## config.mk

```make
export PLATFORM = sky130hd
export DESIGN_NAME = piso_sr_flat
export DESIGN_NICKNAME = d
export VERILOG_FILES = /design/src/rtl/sr_pkg.sv /design/src/rtl/piso_sr_if.sv /design/src/rtl/sr_bit_counter.sv /design/src/rtl/piso_sr.sv /design/src/flat_wrapper.sv
export SDC_FILE = /design/constraint.sdc
export NUM_CORES = 1
export LEC_CHECK = 0
export BUFFER_PORTS_ARGS = -buffer_cell sky130_fd_sc_hd__buf_2
export CAP_MARGIN = 20
export CORE_AREA = 5 5 42 44
export CTS_CLUSTER_SIZE = 24
export DETAILED_ROUTE_END_ITERATION = 8
export DIE_AREA = 0 0 47 49
export MAX_ROUTING_LAYER = met4
export PLACE_DENSITY = 0.55
export SYNTH_ARGS = -nofsm -noshare
export SYNTH_HDL_FRONTEND = slang
export SYNTH_SLANG_ARGS = --single-unit
```

## constraint.sdc

```tcl
create_clock -name clk -period 1.7 [get_ports clk]
set_input_delay 0.085 -clock clk [delete_from_list [all_inputs] [get_ports clk]]
set_output_delay 0.085 -clock clk [all_outputs]
set_load 0.005 [all_outputs]
```

## src/rtl/sr_pkg.sv

```systemverilog
// Shared definitions for the piso_sr / sipo_sr serial link.
// State encodings and default word width.
package sr_pkg;

    localparam int SR_WIDTH = 4;

    typedef enum logic {
        ST_IDLE  = 1'b0,
        ST_SHIFT = 1'b1
    } sr_state_e;

endpackage

```

## src/rtl/piso_sr_if.sv

```systemverilog
// Load/serial handshake bundle for piso_sr.
// master = word source and serial sink, slave = piso_sr.
interface piso_sr_if
    import sr_pkg::*;
#(
    parameter int WIDTH = SR_WIDTH
);

    logic [WIDTH-1:0] data_in;
    logic             load_valid;
    logic             load_ready;
    logic             shift_en;
    logic             data_out;
    logic             out_valid;
    logic             done;

    modport master (
        output data_in,
        output load_valid,
        input  load_ready,
        output shift_en,
        input  data_out,
        input  out_valid,
        input  done
    );

    modport slave (
        input  data_in,
        input  load_valid,
        output load_ready,
        input  shift_en,
        output data_out,
        output out_valid,
        output done
    );

endinterface

```

## src/rtl/sr_bit_counter.sv

```systemverilog
// Loadable down-counter tracking bits left in a word.
// Loads WIDTH-1, decrements to zero, never wraps.
module sr_bit_counter
    import sr_pkg::*;
#(
    parameter int WIDTH = SR_WIDTH
) (
    input  logic clk,
    input  logic rst_n,
    input  logic i_load,
    input  logic i_dec,
    output logic o_zero
);

    localparam int CW = $clog2(WIDTH);

    logic [CW-1:0] r_cnt;

    // Count register: reload on a new word, step down per consumed bit
    always_ff @(posedge clk or negedge rst_n) begin
        if (!rst_n) begin
            r_cnt <= '0;
        end else if (i_load) begin
            r_cnt <= CW'(WIDTH - 1);
        end else if (i_dec && (r_cnt != '0)) begin
            r_cnt <= r_cnt - CW'(1);
        end
    end

    assign o_zero = (r_cnt == '0);

endmodule

```

## src/rtl/piso_sr.sv

```systemverilog
// Parallel-in serial-out shift register, transmit end of the link.
// Zero-bubble reload when a word arrives on the last-bit cycle.
module piso_sr
    import sr_pkg::*;
#(
    parameter int WIDTH     = SR_WIDTH,
    parameter bit MSB_FIRST = 1'b1
) (
    input  logic       clk,
    input  logic       reset,
    piso_sr_if.slave   bus
);

    sr_state_e        r_state;
    sr_state_e        w_next;
    logic [WIDTH-1:0] r_shreg;
    logic [WIDTH-1:0] w_shifted;
    logic             r_done;
    logic             w_zero;
    logic             w_in_shift;
    logic             w_last;
    logic             w_step;
    logic             w_ready;
    logic             w_accept;
    logic             w_bit;

    assign w_in_shift = (r_state == ST_SHIFT);
    assign w_last     = w_in_shift & bus.shift_en & w_zero;
    assign w_step     = w_in_shift & bus.shift_en & ~w_zero;
    assign w_ready    = ~w_in_shift | w_last;
    assign w_accept   = w_ready & bus.load_valid;
    assign w_bit      = MSB_FIRST ? r_shreg[WIDTH-1] : r_shreg[0];

    sr_bit_counter #(
        .WIDTH (WIDTH)
    ) u_cnt (
        .clk    (clk),
        .rst_n  (reset),
        .i_load (w_accept),
        .i_dec  (w_step),
        .o_zero (w_zero)
    );

    // State register
    always_ff @(posedge clk or negedge reset) begin
        if (!reset) begin
            r_state <= ST_IDLE;
        end else begin
            r_state <= w_next;
        end
    end

    // Next state: leave SHIFT only when the last bit goes with no reload
    always_comb begin
        w_next = r_state;
        unique case (r_state)
            ST_IDLE: begin
                if (bus.load_valid) w_next = ST_SHIFT;
            end
            ST_SHIFT: begin
                if (w_last && !bus.load_valid) w_next = ST_IDLE;
            end
            default: w_next = ST_IDLE;
        endcase
    end

    // Move the word one place toward the output end, zero fill
    always_comb begin
        w_shifted = '0;
        if (MSB_FIRST) begin
            w_shifted = {r_shreg[WIDTH-2:0], 1'b0};
        end else begin
            w_shifted = {1'b0, r_shreg[WIDTH-1:1]};
        end
    end

    // Shift register: capture on accept, shift on each consumed bit
    always_ff @(posedge clk or negedge reset) begin
        if (!reset) begin
            r_shreg <= '0;
        end else if (w_accept) begin
            r_shreg <= bus.data_in;
        end else if (w_in_shift && bus.shift_en) begin
            r_shreg <= w_shifted;
        end
    end

    // Done pulse: one cycle after the final bit is consumed
    always_ff @(posedge clk or negedge reset) begin
        if (!reset) begin
            r_done <= 1'b0;
        end else begin
            r_done <= w_last;
        end
    end

    assign bus.load_ready = w_ready;
    assign bus.out_valid  = w_in_shift;
    assign bus.data_out   = w_in_shift & w_bit;
    assign bus.done       = r_done;

endmodule

```

## src/flat_wrapper.sv

```systemverilog
// flat-port wrapper written by rule: the top's interface ports become plain ports
module piso_sr_flat import sr_pkg::*;
#(
    parameter int WIDTH     = SR_WIDTH,
    parameter bit MSB_FIRST = 1'b1
)
  (clk, reset, bus_data_in, bus_load_valid, bus_load_ready, bus_shift_en, bus_data_out, bus_out_valid, bus_done);
  piso_sr_if #(.WIDTH(WIDTH)) bus_i ();
  input  logic clk;
  input  logic reset;
  input wire logic [$bits(bus_i.data_in)-1:0] bus_data_in;
  input wire logic [$bits(bus_i.load_valid)-1:0] bus_load_valid;
  output wire logic [$bits(bus_i.load_ready)-1:0] bus_load_ready;
  input wire logic [$bits(bus_i.shift_en)-1:0] bus_shift_en;
  output wire logic [$bits(bus_i.data_out)-1:0] bus_data_out;
  output wire logic [$bits(bus_i.out_valid)-1:0] bus_out_valid;
  output wire logic [$bits(bus_i.done)-1:0] bus_done;
  assign bus_i.data_in = bus_data_in;
  assign bus_i.load_valid = bus_load_valid;
  assign bus_load_ready = bus_i.load_ready;
  assign bus_i.shift_en = bus_shift_en;
  assign bus_data_out = bus_i.data_out;
  assign bus_out_valid = bus_i.out_valid;
  assign bus_done = bus_i.done;
  piso_sr #(.WIDTH(WIDTH), .MSB_FIRST(MSB_FIRST)) u_core (.clk(clk), .reset(reset), .bus(bus_i));
endmodule
```

==> metrics.txt <==
# TYPE chip_impl_metric gauge
chip_impl_metric{name="finClkSkew",unit="ps"} 1.12
chip_impl_metric{name="cts.path.max_buffers",unit=""} 2
chip_impl_metric{name="worst-path-max-fanout",unit=""} 7
chip_impl_metric{name="seq_power_share",unit="%"} 42.6
chip_impl_metric{name="post-route-drc-count",unit=""} 0
chip_impl_metric{name="place_congestion",unit=""} 0.727
chip_impl_metric{name="synthesis.area",unit="µm²"} 404
chip_impl_metric{name="finalHoldViolCount",unit=""} 0
chip_impl_metric{name="die_area",unit="µm²"} 2300
chip_impl_metric{name="dpl_cell_area",unit="µm²"} 479
chip_impl_metric{name="port_buffers",unit=""} 11
chip_impl_metric{name="power_density",unit="nW/µm²"} 1380
chip_impl_metric{name="worst_skew_pair.late_latency",unit="ps"} 250
chip_impl_metric{name="global_route.usage.total",unit="%"} 8.59
chip_impl_metric{name="fin_worst_hold_slack",unit="ps"} 82.9
chip_impl_metric{name="power.clock.fraction",unit="%"} 20.8
chip_impl_info{name="outcome",value="finished, final reports clean"} 1
chip_impl_metric{name="achievable-frequency",unit="MHz"} 675
chip_impl_metric{name="detailedPlacementHpwl",unit="µm"} 620
chip_impl_metric{name="grt_first_pass_wirelength",unit="mm"} 1.36
chip_impl_metric{name="clock_transition_time_at_the_flip_flop_clock_pins_of_the_worst_setup_and_hold_paths",unit="ps"} 60
chip_impl_metric{name="share_of_synthesized_area_occupied_by_flip_flops_and_latches",unit="%"} 49.5
chip_impl_metric{name="dr.first_iter.drc_count",unit=""} 11
chip_impl_info{name="mostFrequentLayoutCells",value="sky130_fd_sc_hd__buf_2 (11), sky130_fd_sc_hd__dfrtp_1 (8), sky130_fd_sc_hd__and3_1 (4)"} 1
chip_impl_metric{name="min_delay_path_depth",unit=""} 2
chip_impl_metric{name="synthesis.instances",unit=""} 35
chip_impl_info{name="timing.rr.start",value="u_core.u_cnt.r_cnt[0]"} 1
chip_impl_metric{name="worst_slack_at_placement",unit="ps"} 239
chip_impl_metric{name="critical_path_required",unit="ps"} 1840
chip_impl_metric{name="layout_worst_path_cycle_share",unit="%"} 87.1
chip_impl_metric{name="finish.net_count",unit=""} 61
chip_impl_metric{name="route.antenna.remaining_nets",unit=""} 0
chip_impl_metric{name="cts-buffers-inserted",unit=""} 3
chip_impl_metric{name="power.switching_fraction",unit="%"} 30.8
chip_impl_metric{name="critPathArrivalTime",unit="ps"} 1620
chip_impl_info{name="final_common_cell",value="sky130_fd_sc_hd__buf_2"} 1
chip_impl_metric{name="floorplan.core_area",unit="µm²"} 1400
chip_impl_metric{name="synth_seq_cells",unit=""} 8
chip_impl_metric{name="worst_r2r_setup_slack",unit="ps"} 220
chip_impl_metric{name="worst_slew_margin_rel",unit="%"} 75.6
chip_impl_metric{name="top_level_ports",unit=""} 12
chip_impl_metric{name="antenna_cells",unit=""} 0
chip_impl_info{name="critical_path.reg2reg.endpoint",value="u_core.r_shreg[1]"} 1
chip_impl_info{name="crit_type",value="register to register"} 1
chip_impl_metric{name="leakagePower",unit="µW"} 0.000262
chip_impl_metric{name="power.ir.vdd_worst",unit="V"} 0.000666
chip_impl_metric{name="min_period",unit="ps"} 1480
chip_impl_info{name="type_of_the_worst_min_delay_path",value="input pin to register"} 1
chip_impl_metric{name="grt_overflow_total",unit=""} 0
chip_impl_metric{name="synth_warnings",unit=""} 0
chip_impl_metric{name="h-tree-depth",unit=""} 1
chip_impl_metric{name="setup_tns",unit="ps"} 0
chip_impl_metric{name="vias_per_cell",unit=""} 4.91
chip_impl_metric{name="cellInternalPower",unit="µW"} 489
chip_impl_metric{name="worst_r2r_path_depth",unit=""} 5
chip_impl_metric{name="num_vias",unit=""} 324
chip_impl_info{name="tritoncts",value="yes"} 1
chip_impl_info{name="clockRootBuffer",value="sky130_fd_sc_hd__clkbuf_4"} 1
chip_impl_info{name="unrepaired_setup_endpoints_after_global_routing",value="false"} 1
chip_impl_metric{name="clock_sink_count",unit=""} 8
chip_impl_metric{name="maxCapViolations",unit=""} 0
chip_impl_metric{name="setup_viol_count_final",unit=""} 0
chip_impl_metric{name="number_of_global_route_vias_before_repair",unit=""} 308
chip_impl_metric{name="comb_power_share",unit="%"} 36.6
chip_impl_metric{name="die-width",unit="µm"} 47
chip_impl_metric{name="drtPass1Iterations",unit=""} 4
chip_impl_info{name="origin_of_the_worst_min_delay_path",value="bus_data_in[0]"} 1
chip_impl_metric{name="layout-drive-gt1-share",unit="%"} 32.0
chip_impl_metric{name="die_y",unit="µm"} 49
chip_impl_metric{name="placement_rows",unit=""} 14
chip_impl_info{name="critPathLaunchType",value="register"} 1
chip_impl_metric{name="finish.instance_area",unit="µm²"} 512
chip_impl_info{name="endpoint_kind",value="register"} 1
chip_impl_info{name="worst_hold_path.endpoint",value="u_core.r_shreg[0]"} 1
chip_impl_metric{name="grt_start_max_net_pins",unit=""} 9
chip_impl_metric{name="worst-slew-pin-transition",unit="ps"} 359
chip_impl_metric{name="final.setup.worst_slack",unit="ps"} 220
chip_impl_metric{name="final_max_slew_viol_count",unit=""} 0
chip_impl_metric{name="antenna_found_initial",unit=""} 0
chip_impl_metric{name="route.final.wire_length",unit="µm"} 835
chip_impl_metric{name="area_growth",unit="%"} 26.6
chip_impl_metric{name="synth_cell_types",unit=""} 16
chip_impl_metric{name="wl_per_cell",unit="µm"} 12.7
chip_impl_metric{name="net-switching-power",unit="µW"} 218
chip_impl_metric{name="synth.net_count",unit=""} 44
chip_impl_metric{name="syn_area_per_cell",unit="µm²"} 11.5
chip_impl_metric{name="initial_core_util",unit="%"} 28.8
==> worst max-delay path: stages, from the launching register on <==
cell and delay (ps):
sky130_fd_sc_hd__dfrtp_1 370, sky130_fd_sc_hd__inv_1 60, sky130_fd_sc_hd__ha_1 240, sky130_fd_sc_hd__a21bo_4 250
sky130_fd_sc_hd__and3_1 180, sky130_fd_sc_hd__a221o_1 250
==> cells by family (layout without fill, tap and decap cells) <==
| kind of cell | after synthesis | in the layout | share of synthesized area (%) |
|---|---|---|---|
| simple gates | 12 | 12 | 18.6 |
| compound gates | 10 | 10 | 22.6 |
| flops | 8 | 8 | 49.5 |
| buf+inv | 3 | 18 | 2.79 |
| fa+ha+maj | 1 | 1 | 3.10 |
| mux | 1 | 1 | 3.40 |
==> per-layer routing <==
layer	GRT usage, %	part of all wire (%)
met5	-	0
met3	2.58	8.0
met4	5.53	0
met2	10.2	45
met1	12.2	47
==> sequential cells by signal, summed over array words and instances, names as in the netlist <==
register	count
u_core.r_shreg	4
u_core.u_cnt.r_cnt	2
u_core.bus.done	1
u_core.bus.out_valid	1
==> Yosys cell counts (all sizes together) <==
cell     number  share of area (%)
nor2b         3                4.6
ha            1                3.1
and3          4                6.2
o21ai         2                2.5
a21bo         1                4.0
nand2         1               0.93
a21o          1                1.9
mux2i         1                3.4
inv           3                2.8
dfrtp         8                 50
a32o          1                2.5
a2bb2oi       2                4.3
nand2b        1                1.5
and2          1                1.5
nand3b        2                3.7
a221o         3                7.4
==> final cells by class <==
type                       instances  area, µm²
sequential                         8        200
tap                               16       20.0
multi-input combinational         24        193
clock buffer                       3       22.5
fill                             154        890
timing repair buffer              12       65.1
inverter                           3       11.3
==> power by group through the flow <==
stage / clock [µW] / sequential [µW] / combinational, µW
after detailed placement: 0 / 306 / 256
final: 147 / 301 / 259
after CTS: 154 / 302 / 261
after floorplan: 0 / 294 / 190
after global placement: 0 / 304 / 252
after global routing: 161 / 312 / 292
==> what timing repair did <==
| item | CTS | global route |
|---|---|---|
| resized for setup | 0 | 0 |
| setup buffers | 0 | 0 |
| hold buffers | 1 | 0 |
| endpoints found under the setup margin | 0 | 0 |
| hold endpoints to repair | 8 | 0 |
==> worst max-delay path by stage <==
stage / end / cells after the start / startpoint
3_5_place_dp: u_core.r_shreg[1] / 5 / u_core.u_cnt.r_cnt[0]
6_report: u_core.r_shreg[1] / 5 / u_core.u_cnt.r_cnt[0]
5_1_grt: u_core.r_shreg[2] / 5 / u_core.u_cnt.r_cnt[0]
3_3_place_gp: u_core.r_shreg[2] / 5 / u_core.u_cnt.r_cnt[0]
2_1_floorplan: u_core.r_shreg[1] / 5 / u_core.u_cnt.r_cnt[0]
4_1_cts: u_core.r_shreg[1] / 5 / u_core.u_cnt.r_cnt[0]
==> per-stage QoR <==
stage,util (%),std cells,total power [µW]
after floorplan,-,35,484
after global placement,34.2,62,556
after detailed placement,34.2,62,561
after CTS,36.5,66,718
after global routing,36.5,66,764
final,36.5,66,707
Power figures use the tool's default switching activity.
